==> src/rtl/fetch_controller.sv <==
// Instruction fetch front end: PC register plus a 2-entry {PC, instr} queue feeding decode.
// One-cycle fetch-to-visible latency; fetch stalls when the queue is full and decode does not pop.
module fetch_controller #(
   parameter logic [15:0] RESET_PC    = 16'h0000,
   parameter logic [15:0] PC_STEP     = 16'd1,
   parameter logic [3:0]  HALT_OPCODE = 4'hF
) (
   input  logic        Clock,
   input  logic        Reset,
   output logic [15:0] MemAddr,
   input  logic [15:0] MemInstr,
   input  logic        Stall,
   input  logic        Redirect,
   input  logic [15:0] RedirectPC,
   input  logic        DecReady,
   output logic        FetchValid,
   output logic [15:0] FetchInstr,
   output logic [15:0] FetchPC,
   output logic        Halted
);

   typedef enum logic {RUN, HALT} state_t;

   state_t      state_q, state_d;
   logic [15:0] pc_q, pc_d;
   logic [1:0]  count_q, count_d;
   logic [15:0] e0_pc_q, e0_pc_d, e0_instr_q, e0_instr_d;
   logic [15:0] e1_pc_q, e1_pc_d, e1_instr_q, e1_instr_d;
   logic        pop, fetch, is_halt;
   logic [1:0]  slot;

   always_ff @(posedge Clock) begin
      if (Reset) begin
         state_q    <= RUN;
         pc_q       <= RESET_PC;
         count_q    <= 2'd0;
         e0_pc_q    <= 16'h0000;
         e0_instr_q <= 16'h0000;
         e1_pc_q    <= 16'h0000;
         e1_instr_q <= 16'h0000;
      end else begin
         state_q    <= state_d;
         pc_q       <= pc_d;
         count_q    <= count_d;
         e0_pc_q    <= e0_pc_d;
         e0_instr_q <= e0_instr_d;
         e1_pc_q    <= e1_pc_d;
         e1_instr_q <= e1_instr_d;
      end
   end

   always_comb begin
      state_d    = state_q;
      pc_d       = pc_q;
      count_d    = count_q;
      e0_pc_d    = e0_pc_q;
      e0_instr_d = e0_instr_q;
      e1_pc_d    = e1_pc_q;
      e1_instr_d = e1_instr_q;
      pop        = (count_q != 2'd0) && DecReady;
      fetch      = (state_q == RUN) && !Stall && !Redirect && ((count_q < 2'd2) || pop);
      is_halt    = (MemInstr[15:12] == HALT_OPCODE);
      slot       = count_q - {1'b0, pop};

      if (Redirect) begin
         // Flush wins over everything else in the cycle.
         count_d = 2'd0;
         pc_d    = RedirectPC;
         state_d = RUN;
      end else begin
         if (pop) begin
            e0_pc_d    = e1_pc_q;
            e0_instr_d = e1_instr_q;
         end
         if (fetch) begin
            // Slot is where the new entry lands after this cycle's pop shifts the queue.
            if (slot == 2'd0) begin
               e0_pc_d    = pc_q;
               e0_instr_d = MemInstr;
            end else begin
               e1_pc_d    = pc_q;
               e1_instr_d = MemInstr;
            end
            if (is_halt) begin
               state_d = HALT;
            end else begin
               pc_d = pc_q + PC_STEP;
            end
         end
         count_d = count_q + {1'b0, fetch} - {1'b0, pop};
      end
   end

   assign MemAddr    = pc_q;
   assign FetchValid = (count_q != 2'd0);
   assign FetchInstr = FetchValid ? e0_instr_q : 16'h0000;
   assign FetchPC    = FetchValid ? e0_pc_q : 16'h0000;
   assign Halted     = (state_q == HALT);

endmodule

==> config.mk <==
export PLATFORM = sky130hd
export DESIGN_NAME = fetch_controller
export DESIGN_NICKNAME = d
export VERILOG_FILES = /design/src/rtl/fetch_controller.sv
export SDC_FILE = /design/constraint.sdc
export NUM_CORES = 1
export LEC_CHECK = 0
export ABC_CLOCK_PERIOD_IN_PS = 2700
export CORE_MARGIN = 2
export CORE_UTILIZATION = 51
export CTS_CLUSTER_SIZE = 12
export DETAILED_ROUTE_END_ITERATION = 12
export PLACE_DENSITY = 0.8
export SETUP_SLACK_MARGIN = 0.1
export SLEW_MARGIN = 20
export SYNTH_ARGS = -nofsm -noshare
export SYNTH_HDL_FRONTEND = slang
export SYNTH_SLANG_ARGS = --single-unit
export TNS_END_PERCENT = 10
==> constraint.sdc <==
create_clock -name Clock -period 2.7 [get_ports Clock]
set_input_delay 0.81 -clock Clock [delete_from_list [all_inputs] [get_ports Clock]]
set_output_delay 0.81 -clock Clock [all_outputs]
set_load 0.02 [all_outputs]
==> impl_metrics.ini, run 1 <==
[timing]
slew_headroom_pct = 57.4
clock.fmax_ghz = 0.384
period_share_pct = 96.4
worst_pin_slew_ns = 0.639
skew_ns = 0.00860
final-setup-viol-count = 0
hold_slack_ns = 0.493
fin_crit_ns = 2.60
drv_slew = 0
grt_setup_unrepaired = true
hold_violations = 0

[power_and_ir_drop]
swShare_pct = 26.2
power_frac_comb_pct = 14.0
switchingPower_mw = 0.732
leakage_nw = 2.09
seqPwrFrac_pct = 47.0
power_density_nw_per_um2 = 515
vdd_drop_max_mv = 0.296
clockPowerShare_pct = 38.9
internal_power_mw = 2.06

[worst_setup_path]
max_stage_delay_ns = 0.62
startpoint_type = register
critPathMaxFanout = 9
required_ns = 1.89
crit_type = register to primary output
worst_path_max_delay_cell = clkdlybuf4s50_1
crit_chain = nor2_4 -> buf_4 -> nor2b_1 -> clkdlybuf4s50_1
cp.arrival_ns = 1.79
cp-end-kind = primary output

[yosys]
synth_top_flop_cell = dfxtp_1
netlist_area_um2 = 4210
synth_edf_count = 0
ys_top_cells_by_count = dfxtp_1, nand2_1, nor2_1
synth_top_area_share_pct = 39.5
yosysMostFrequentCell = dfxtp_1
avgSynthCellArea_um2 = 7.43
synth.area.top_cells = dfxtp_1, nor2b_1, nand2_1
postSynth.asyncResetShare_pct = 0
syn_nets = 607
synth_cell_types = 44
yosysTopAreaCell = dfxtp_1
synth-seq-cells = 83
seq_area_frac_synth_pct = 39.5
syn_inst = 567
yosysWarningCount = 0

[route]
vias = 4216
drt_iter0_markers = 270
dr.pass1.iters = 7
drc = 0
drt_wl_total_mm = 11.2
viasPerCell = 5.68
final_antenna_net_count = 0
routedWlPerCell_um = 15.1

[finish]
finish.utilization_pct = 67.0
final.fill_count = 687
final-seq-area_um2 = 1660
synthToLayoutAreaGrowth_pct = 28.8
multi_input_area_um2 = 2300
final_nets = 672
post_route_cells_drive_above_1_share_pct = 6.91
antenna_cells = 0

[place]
io_buffers = 86
gp_congestion = 0.799
hpwl_mm = 7.21

[cts]
clk_latency_ns = 0.36
htreeDepth = 3
cts_sinks = 83
cts_buffers = 9
clk_pin_slew_ns = 0.08
clock_path_buffers = 2
cts_tree = yes
cts_root_buf = clkbuf_8

[global_route]
grt_usage_pct = 25.6
antenna_found_initial = 0
grt_pass1_wl_mm = 18.2
grt_pass1_vias = 3944
overflow = 0
grt_max_degree = 84

[die]
initial_core_util_pct = 52.0
die_w_um = 94.9
die_y_um = 94.9
rows = 33
die_area_um2 = 9000
core_area_um2 = 8090
num_io_pins = 87

[run]
maxCapViolations = 0

[worst_hold_path]
hp-class = register to register

[outcome]
status = complete, no violations
==> area by class of cell <==
class                      count  area share (%)
clock inverter                 6            2.10
sequential                    83            30.7
tap                          105            2.42
inverter                      22            1.52
clock buffer                  10            2.35
multi-input combinational    416            42.3
timing repair buffer         100            18.6
==> power by group through the flow <==
stage               clock network [mW]  logic [mW]  registers (mW)
detailed placement                   0       0.388            1.34
global placement                     0       0.378            1.34
finish                            1.09       0.392            1.31
floorplan                            0       0.218            1.34
CTS                               1.09       0.392            1.31
global route                      1.13       0.430            1.32
==> registers in the layout, indices dropped and copies added (netlist names) <==
register and flops:
e0_pc_q 16, e1_instr_q 16, e1_pc_q 16, MemAddr 16, e0_instr_q 16, count_q 2, Halted 1
==> cells in the final DEF (no fill, tap or decap), types with 3 or more instances in the layout <==
master,n
dlygate4sd2_1,3
nand4_1,4
dfxtp_1,81
o21a_1,17
buf_12,4
clkdlybuf4s50_1,79
clkbuf_8,9
buf_4,10
inv_1,21
nand2_1,72
o22ai_1,17
bufinv_16,3
xnor2_1,7
ha_1,3
o21ai_0,47
nor2_1,70
a21oi_1,29
nor2b_1,47
mux2i_1,16
or3_1,3
nor3_1,6
nand3_1,22
a31oi_1,21
==> worst paths after layout <==
| kind | startpoint | end | slack (ns) | depth (start not counted) |
|---|---|---|---|---|
| setup / recovery | count_q[1]$_SDFF_PP0_ | FetchPC[14] | 0.1 | 4 |
| hold / removal | e1_pc_q[0]$_SDFFE_PP0P_ | e1_pc_q[0]$_SDFFE_PP0P_ | 0.49 | 2 |
| setup reg to reg | MemAddr[2]$_SDFFE_PP0P_ | MemAddr[15]$_SDFFE_PP0P_ | 0.63 | 5 |
| hold reg to reg | e1_pc_q[0]$_SDFFE_PP0P_ | e1_pc_q[0]$_SDFFE_PP0P_ | 0.49 | 2 |
==> per-layer routing <==
layer,part of all wire (%),track usage (%),vias to the layer above,wire length (um)
met1,42,32.9,1967,4740
met5,0,0,-,0
li1,-,-,2064,-
met4,2.1,10.7,0,239
met3,6.9,3.35,22,772
met2,49,43.1,163,5480
==> cells by family (layout without fill, tap and decap cells) <==
family | count (synthesis) | in the layout | share of synthesized area [%]
adders and majority gates | 3 | 3 | 0.891
buffers and inverters | 68 | 138 | 6.30
xor gates and xnor gates | 8 | 8 | 1.66
muxes | 18 | 18 | 4.34
DFF | 83 | 83 | 39.5
and+or+nand+nor | 241 | 241 | 26.8
AOI/OAI and AO/OA | 146 | 146 | 20.5
==> metrics by stage <==
stage	worst slack (ns)	cells	TNS, ns	total power [mW]	instance area [um^2]
finish	0.0968	742	0	2.79	5420
global route	0.0276	742	0	2.88	5420
detailed placement	-0.0400	726	-0.172	1.73	5170
CTS	0.0931	742	0	2.79	5420
global placement	0.0159	726	0	1.72	5170
floorplan	0.378	567	0	1.56	4210
==> worst max-delay path, delay by kind of cell, from the launching register on <==
family	cells	cell delay [ns]
buffers and inverters	2	0.80
DFF	1	0.43
and+or+nand+nor	2	0.22
==> timing repair <==
| item | CTS | global route |
|---|---|---|
| resized for setup | 6 | 2 |
| endpoints found under the setup margin | 30 | 26 |
| hold buffers | 0 | 0 |
| buffers inserted | 0 | 0 |
Power figures use the tool's default switching activity.
==> run 2, diff against run 1 <==
--- a/config.mk
+++ b/config.mk
@@ -6,7 +6,7 @@
 export NUM_CORES = 1
 export LEC_CHECK = 0
 export ABC_CLOCK_PERIOD_IN_PS = 2700
-export CORE_MARGIN = 2
+export CORE_MARGIN = 4
 export CORE_UTILIZATION = 51
 export CTS_CLUSTER_SIZE = 12
 export DETAILED_ROUTE_END_ITERATION = 12
==> run 2 against run 1 <==
Effect of this change: sequential power is essentially flat; global-route usage shrank 2.2 points; register-to-register slack is essentially flat; maximum frequency grew 0.37%.
==> impl_metrics.ini, run 2 (synthesized netlist as in run 1, its figures left out) <==
[timing]
setup_tns_ns = 0
period_share_pct = 96.1
worst_pin_slew_ns = 0.676
drv_slew = 0
clock.fmax_ghz = 0.386
grt_setup_unrepaired = true
hold_violations = 0
slew_headroom_pct = 55.0
hold_slack_ns = 0.492
final-setup-viol-count = 0
skew_ns = 0.00959
timing.final.ws_setup_ns = 0.106
fin_crit_ns = 2.59

[worst_hold_path]
hp-class = register to register

[power_and_ir_drop]
finalPower_mw = 2.62
vdd_drop_max_mv = 0.320
power_density_nw_per_um2 = 487
leakage_nw = 2.11

[finish]
final-seq-area_um2 = 1660
final_nets = 676
antenna_cells = 0
multi_input_area_um2 = 2290
post_route_cells_drive_above_1_share_pct = 7.49
layout_commonest_cell = dfxtp_1
synthToLayoutAreaGrowth_pct = 27.9
fin_area_um2 = 5390
final_cell_mix = dfxtp_1, clkdlybuf4s50_1, nand2_1
final.fill_count = 646

[die]
initial_core_util_pct = 53.4
die_w_um = 98.9
die_area_um2 = 9780
core_area_um2 = 7890
rows = 32
die_y_um = 98.9
num_io_pins = 87

[run]
maxCapViolations = 0

[worst_setup_path]
cp-end-kind = primary output
crit_chain = nor2_2 -> buf_12 -> nor2b_1 -> clkdlybuf4s50_1
required_ns = 1.89
cp.arrival_ns = 1.78
r2r_slack_ns = 0.62
r2r-end = MemAddr[15]$_SDFFE_PP0P_
cp-startpoint = count_q[0]$_SDFF_PP0_
critPathMaxFanout = 33
crit_type = register to primary output
cp-endpoint = FetchPC[0]
max_stage_delay_ns = 0.63
startpoint_type = register
worst_path_max_delay_cell = clkdlybuf4s50_1
reg2reg_depth = 5
timing.rr.start = MemAddr[2]$_SDFFE_PP0P_

[cts]
clk_latency_ns = 0.35
ctsHoldBuffers = 0
htreeDepth = 3
cts_tree = yes
clk_pin_slew_ns = 0.09
cts_root_buf = clkbuf_8
cts_sinks = 83
cts_buffers = 9
clock_path_buffers = 2

[place]
io_buffers = 86
dp_slack_ns = -0.0204
gp_congestion = 0.843
hpwl_mm = 7.39
postPlaceCellArea_um2 = 5190

[outcome]
status = complete, no violations

[route]
dr.pass1.iters = 5
viasPerCell = 5.70
drc = 0
drt_iter0_markers = 327
vias = 4238
routedWlPerCell_um = 15.6
drt_wl_total_mm = 11.6
final_antenna_net_count = 0

[global_route]
antenna_found_initial = 0
overflow = 0
grt_pass1_vias = 4150
grt_max_degree = 68
grt_usage_pct = 23.4
grt_pass1_wl_mm = 19.1
-- run 2: cell type report --
type                            count  area share, %
Clock buffer                        9           2.30
Clock inverter                      7           1.42
Inverter                           22           1.53
Multi-Input combinational cell    416           42.5
Sequential cell                    83           30.9
Tap cell                          102           2.37
Timing Repair Buffer              104           19.0
-- run 2: layer usage --
layer	vias up	global-route usage, %	wire length, um
li1	2060	-	-
met2	150	40.0	5610
met5	-	0	0
met3	19	4.18	670
met1	2009	29.4	5090
met4	0	8.30	193
-- run 2: worst min path at each step --
stage                                            from                     endpoint  slack (ns)  depth (start not counted)
after detailed placement   e1_instr_q[6]$_SDFFE_PP0P_   e1_instr_q[6]$_SDFFE_PP0P_        0.48                          2
after floorplan           e1_instr_q[12]$_SDFFE_PP0P_  e1_instr_q[12]$_SDFFE_PP0P_        0.45                          2
after global placement     e1_instr_q[6]$_SDFFE_PP0P_   e1_instr_q[6]$_SDFFE_PP0P_        0.46                          2
final                        e0_pc_q[11]$_SDFFE_PP0N_     e0_pc_q[11]$_SDFFE_PP0N_        0.49                          2
after global routing          e0_pc_q[8]$_SDFFE_PP0N_      e0_pc_q[8]$_SDFFE_PP0N_        0.51                          2
after CTS                    e0_pc_q[11]$_SDFFE_PP0N_     e0_pc_q[11]$_SDFFE_PP0N_        0.49                          2
-- run 2: power by group --
part / leakage, nW / total (mW) / switching (mW) / internal, mW
sequential: 0.675 / 1.31 / 0.0469 / 1.26
clock: 0.102 / 0.919 / 0.483 / 0.436
combinational: 1.33 / 0.394 / 0.213 / 0.181
total: 2.11 / 2.62 / 0.743 / 1.88
-- run 2: worst max-delay path: cells and delay by family (launching register included) --
family        cells  cell delay [ns]
buf+inv           2             0.80
flops             1             0.42
simple gates      2             0.21
-- run 2: metrics by stage --
step,utilization [%],instances
finish,68.3,743
global route,68.3,743
CTS,68.2,743
detailed placement,65.8,727
global placement,65.8,727
floorplan,-,567
-- run 2: what timing repair did --
action / in CTS / in global routing
resized for setup: 7 / 2
endpoints found under the hold margin: 0 / 0
endpoints found under the setup margin: 32 / 26
setup buffers: 0 / 0
